`src/rtl/ps2_rx_deserializer.sv`:
```
// PS/2 device-to-host receiver: synchronizes and filters the PS/2 lines, frames
// 11-bit packets and emits one scan code per good frame as a one-cycle strobe.
module ps2_rx_deserializer #(
   parameter int FILTER_LEN     = 8,
   parameter int TIMEOUT_CYCLES = 50000
) (
   input  logic       CLOCK_50,
   input  logic       reset,
   input  logic       PS2_CLK,
   input  logic       PS2_DAT,
   output logic [7:0] received_data,
   output logic       received_data_en,
   output logic       parity_error,
   output logic       frame_error
);

   localparam int TW = (TIMEOUT_CYCLES > 2) ? $clog2(TIMEOUT_CYCLES) : 1;
   localparam logic [TW-1:0] TIMEOUT_MAX = TW'(TIMEOUT_CYCLES - 1);

   localparam logic [1:0] ST_IDLE   = 2'd0;
   localparam logic [1:0] ST_DATA   = 2'd1;
   localparam logic [1:0] ST_PARITY = 2'd2;
   localparam logic [1:0] ST_STOP   = 2'd3;

   logic [1:0]            clk_sync;
   logic [1:0]            dat_sync;
   logic [FILTER_LEN-1:0] filt_sr;
   logic                  filt_clk;
   logic                  fall;
   logic                  bit_in;

   logic [1:0]    state;
   logic [7:0]    shift_reg;
   logic [2:0]    bit_cnt;
   logic          parity_bit;
   logic [TW-1:0] timeout_cnt;

   // Idle bus is high, so synchronizers and filter reset to ones to avoid a false edge.
   always_ff @(posedge CLOCK_50) begin
      if (reset) begin
         clk_sync <= 2'b11;
         dat_sync <= 2'b11;
         filt_sr  <= '1;
         filt_clk <= 1'b1;
      end else begin
         clk_sync <= {clk_sync[0], PS2_CLK};
         dat_sync <= {dat_sync[0], PS2_DAT};
         filt_sr  <= {filt_sr[FILTER_LEN-2:0], clk_sync[1]};
         if (filt_sr == '0)
            filt_clk <= 1'b0;
         else if (filt_sr == '1)
            filt_clk <= 1'b1;
      end
   end

   // Edge is seen combinationally so the strobe lands one edge after the filter settles.
   assign fall   = filt_clk && (filt_sr == '0);
   assign bit_in = dat_sync[1];

   always_ff @(posedge CLOCK_50) begin
      if (reset) begin
         state            <= ST_IDLE;
         shift_reg        <= 8'h00;
         bit_cnt          <= 3'd0;
         parity_bit       <= 1'b0;
         timeout_cnt      <= '0;
         received_data    <= 8'h00;
         received_data_en <= 1'b0;
         parity_error     <= 1'b0;
         frame_error      <= 1'b0;
      end else begin
         received_data_en <= 1'b0;
         parity_error     <= 1'b0;
         frame_error      <= 1'b0;

         if (state != ST_IDLE) begin
            if (fall)
               timeout_cnt <= '0;
            else if (timeout_cnt == TIMEOUT_MAX) begin
               state       <= ST_IDLE;
               timeout_cnt <= '0;
            end else
               timeout_cnt <= timeout_cnt + 1'b1;
         end

         case (state)
            ST_IDLE: begin
               if (fall && !bit_in) begin
                  shift_reg   <= 8'h00;
                  bit_cnt     <= 3'd0;
                  timeout_cnt <= '0;
                  state       <= ST_DATA;
               end
            end
            ST_DATA: begin
               if (fall) begin
                  shift_reg <= {bit_in, shift_reg[7:1]};
                  if (bit_cnt == 3'd7)
                     state <= ST_PARITY;
                  else
                     bit_cnt <= bit_cnt + 3'd1;
               end
            end
            ST_PARITY: begin
               if (fall) begin
                  parity_bit <= bit_in;
                  state      <= ST_STOP;
               end
            end
            default: begin
               // A bad stop bit outranks parity so only one strobe ever fires.
               if (fall) begin
                  state <= ST_IDLE;
                  if (!bit_in)
                     frame_error <= 1'b1;
                  else if (^{shift_reg, parity_bit}) begin
                     received_data    <= shift_reg;
                     received_data_en <= 1'b1;
                  end else
                     parity_error <= 1'b1;
               end
            end
         endcase
      end
   end

endmodule

```
`config.mk`:
```
export PLATFORM = sky130hd
export DESIGN_NAME = ps2_rx_deserializer
export DESIGN_NICKNAME = d
export VERILOG_FILES = /design/src/rtl/ps2_rx_deserializer.sv
export SDC_FILE = /design/constraint.sdc
export NUM_CORES = 1
export LEC_CHECK = 0
export BUFFER_PORTS_ARGS = -buffer_cell sky130_fd_sc_hd__buf_2
export CORE_AREA = 5 5 75 77
export DETAILED_ROUTE_END_ITERATION = 10
export DIE_AREA = 0 0 80 82
export GPL_TIMING_DRIVEN = 1
export PLACE_DENSITY = 0.71
export SYNTH_ARGS = -nofsm -noshare
export SYNTH_HDL_FRONTEND = slang
export SYNTH_SLANG_ARGS = --single-unit
```
`constraint.sdc`:
```
create_clock -name CLOCK_50 -period 2.12 [get_ports CLOCK_50]
set_input_delay 0 -clock CLOCK_50 [delete_from_list [all_inputs] [get_ports CLOCK_50]]
set_output_delay 0 -clock CLOCK_50 [all_outputs]
set_load 0.02 [all_outputs]
```
==> run metrics <==
largest area contributor in the netlist dfxtp_1; Met1 Routed Length ~2500 µm; Max Root-Sink Buffers 2; ranking of synthesized cells by area dfxtp_1 42%, a21oi_1 4.1%, nand2b_1 3.7%; Final Wtd Congestion between 0.8 and 0.9; maximum number of pins on one net before global-route repair 37; final setup violation count 0; P&R area growth vs syn 14.84%; Starting DRT DRC Count around 110; Pleak 1.101 nW; endpoints failing hold 0; Vias/cell around 5.5; period utilization 0.9501; crit-path max FO 6; Die H roughly 80 µm; Synth Register Bits 54; Mapped Area approximately 0.0026 mm²; hold_buf cts 2; Pwr Density 591.7 mW/mm²; IO Pins 15; starting density of the core 0.5185; HPWL after detailed placement approximately 3600 µm; core area ~0.0049 mm²; Post-synth EDFFs 0; kind of critical path register to register; CTS tree yes; Routed WL roughly 5000 µm; Synth top area share 0.4217; share of cells above drive strength 1 0.1850; ys async rst share 0; measured slew at the worst slew-check pin between 0.5 and 0.6 ns; FILL cells between 400 and 500; Clock transition at path regs approximately 0.10 ns; CTS Sinks 54; Req. time, crit path 2.31 ns; Fmax achieved just under 500 MHz; number of global-route vias before repair roughly 2000; max reg flops 16; H-tree level count 2; Top FF cell, synth dfxtp_1; Diodes inserted 0; Routed Antenna Nets 0; via count 2127; Core Rows 26; Initial DRT Pass Iterations 4; overall die width around 80 µm; initial antenna violation count 0; Ys Warns 0; Root Buffer clkbuf_8; Max-slew headroom 0.6193; post-CTS sizing 0; post-CTS setup buffers 0; worst clock skew between 0.007 and 0.008 ns; Worst Path Arrival approximately 2.2 ns; Synth Net Count between 300 and 400; fin crit period 2.014 ns; nets 330; wire per inst between 10 and 15 µm; most common cell in the synthesized netlist dfxtp_1; largest register by flop count timeout_cnt; worst-skew pair later-pin latency approximately 0.3 ns; Min Hold Slack between 0.15 and 0.2 ns; final slew viol count 0; register area share after synthesis 0.4217; setup TNS 0 ns; metal2 WL between 2000 and 2500 µm; outcome complete, no violations; DRC Markers 0; top sig layer met4; first-pass GRT wire length 9025 µm; die area 0.006560 mm²; endpoint type of the worst setup path register; Syn Area/Cell 8.840 µm²; total grt overflow 0; met3 routed WL around 170 µm; maximum VDD drop about 0.34 mV; Cells after Synth 290; port buffer count 14; CTS buffer count 5; element type at the critical path start register; RSZ-0062 raised after global routing false; Post-synth top cells 54 x dfxtp_1, 23 x nor2_1, 21 x a21oi_1; count of cell types in the netlist 48; Total GRT Usage 0.1689; MaxCap Viol Count 0; Hold Crit Class primary input to register
[cell type report]
| class | count | area [µm²] | share of cell area |
|---|---|---|---|
| well taps | 70 | 87.58 | 0.02975 |
| repair buffers | 36 | 240.2 | 0.08160 |
| multi-input cells | 215 | 1401 | 0.4760 |
| inverters | 7 | 26.28 | 0.008925 |
| clock inverters | 2 | 38.79 | 0.01317 |
| clock buffers | 5 | 68.82 | 0.02337 |
| flip-flops and latches | 54 | 1081 | 0.3672 |
[final timing paths]
check	start	to	slack [ns]	depth (start not counted)
max reg2reg	timeout_cnt[9]$_SDFF_PP0_	timeout_cnt[5]$_SDFF_PP0_	0.11	5
max	timeout_cnt[9]$_SDFF_PP0_	timeout_cnt[5]$_SDFF_PP0_	0.11	5
min	reset	bit_cnt[2]$_SDFFE_PP0P_	0.16	2
min reg2reg	clk_sync[0]$_SDFF_PP1_	clk_sync[1]$_SDFF_PP1_	0.41	1
[through the flow]
step / setup WS (ns) / std cells / instance area [µm²] / utilization / total power [W]
floorplan: 0.1558 / 290 / 2564 / - / 0.001077
global placement: 0.1494 / 380 / 2816 / 0.5696 / 0.001086
detailed placement: 0.1398 / 380 / 2816 / 0.5696 / 0.001087
CTS: 0.1243 / 389 / 2944 / 0.5954 / 0.001761
global route: 0.03491 / 389 / 2944 / 0.5954 / 0.001801
finish: 0.1059 / 389 / 2944 / 0.5954 / 0.001742
[kinds of logic after synthesis]
family,count (synthesis),share of synthesized area
mux,10,0.03953
compound gates,65,0.1620
flops,54,0.4217
buf+inv,21,0.03172
xor+xnor,8,0.03270
fa+ha+maj,7,0.03416
simple gates,125,0.2782
[layer usage]
layer	global-route usage	up-vias
met2	0.2889	39
met1	0.2142	981
met3	0.03509	7
met4	0.05068	0
met5	0	-
li1	-	1100
[power breakdown]
| part | total [W] | switching, W | internal, W | leakage [nW] |
|---|---|---|---|---|
| clock network | 0.000677 | 0.000329 | 0.000348 | 0.0542 |
| registers | 0.00103 | 0.00000628 | 0.00102 | 0.436 |
| logic | 0.0000387 | 0.0000209 | 0.0000179 | 0.610 |
| total | 0.00174 | 0.000356 | 0.00139 | 1.10 |
[layout by cell type (no fill, tap or decap), drive strengths merged, types with 2 or more instances in the layout]
cell / count
buf: 34
a21oi: 21
nand4: 4
nor2b: 4
a21o: 2
dfxtp: 54
or2: 13
a211oi: 8
nand3: 18
a41oi: 4
a31oi: 3
and3: 6
and4: 2
ha: 7
inv: 7
nor4: 4
dlygate4sd3: 2
a22oi: 4
nor3: 9
nand2b: 15
o21ai: 13
o211a: 2
nand3b: 3
xnor2: 7
clkbuf: 5
mux2i: 9
nand2: 18
nor2: 23
a311oi: 2
[critical path: stages (launching register included)]
cell and delay [ns]:
dfxtp_1 0.41, or4bb_1 0.56, or4_4 0.48, a31o_1 0.22
a22oi_1 0.17, nor2_1 0.05
Note: power is estimated with default switching activity, not from simulation.
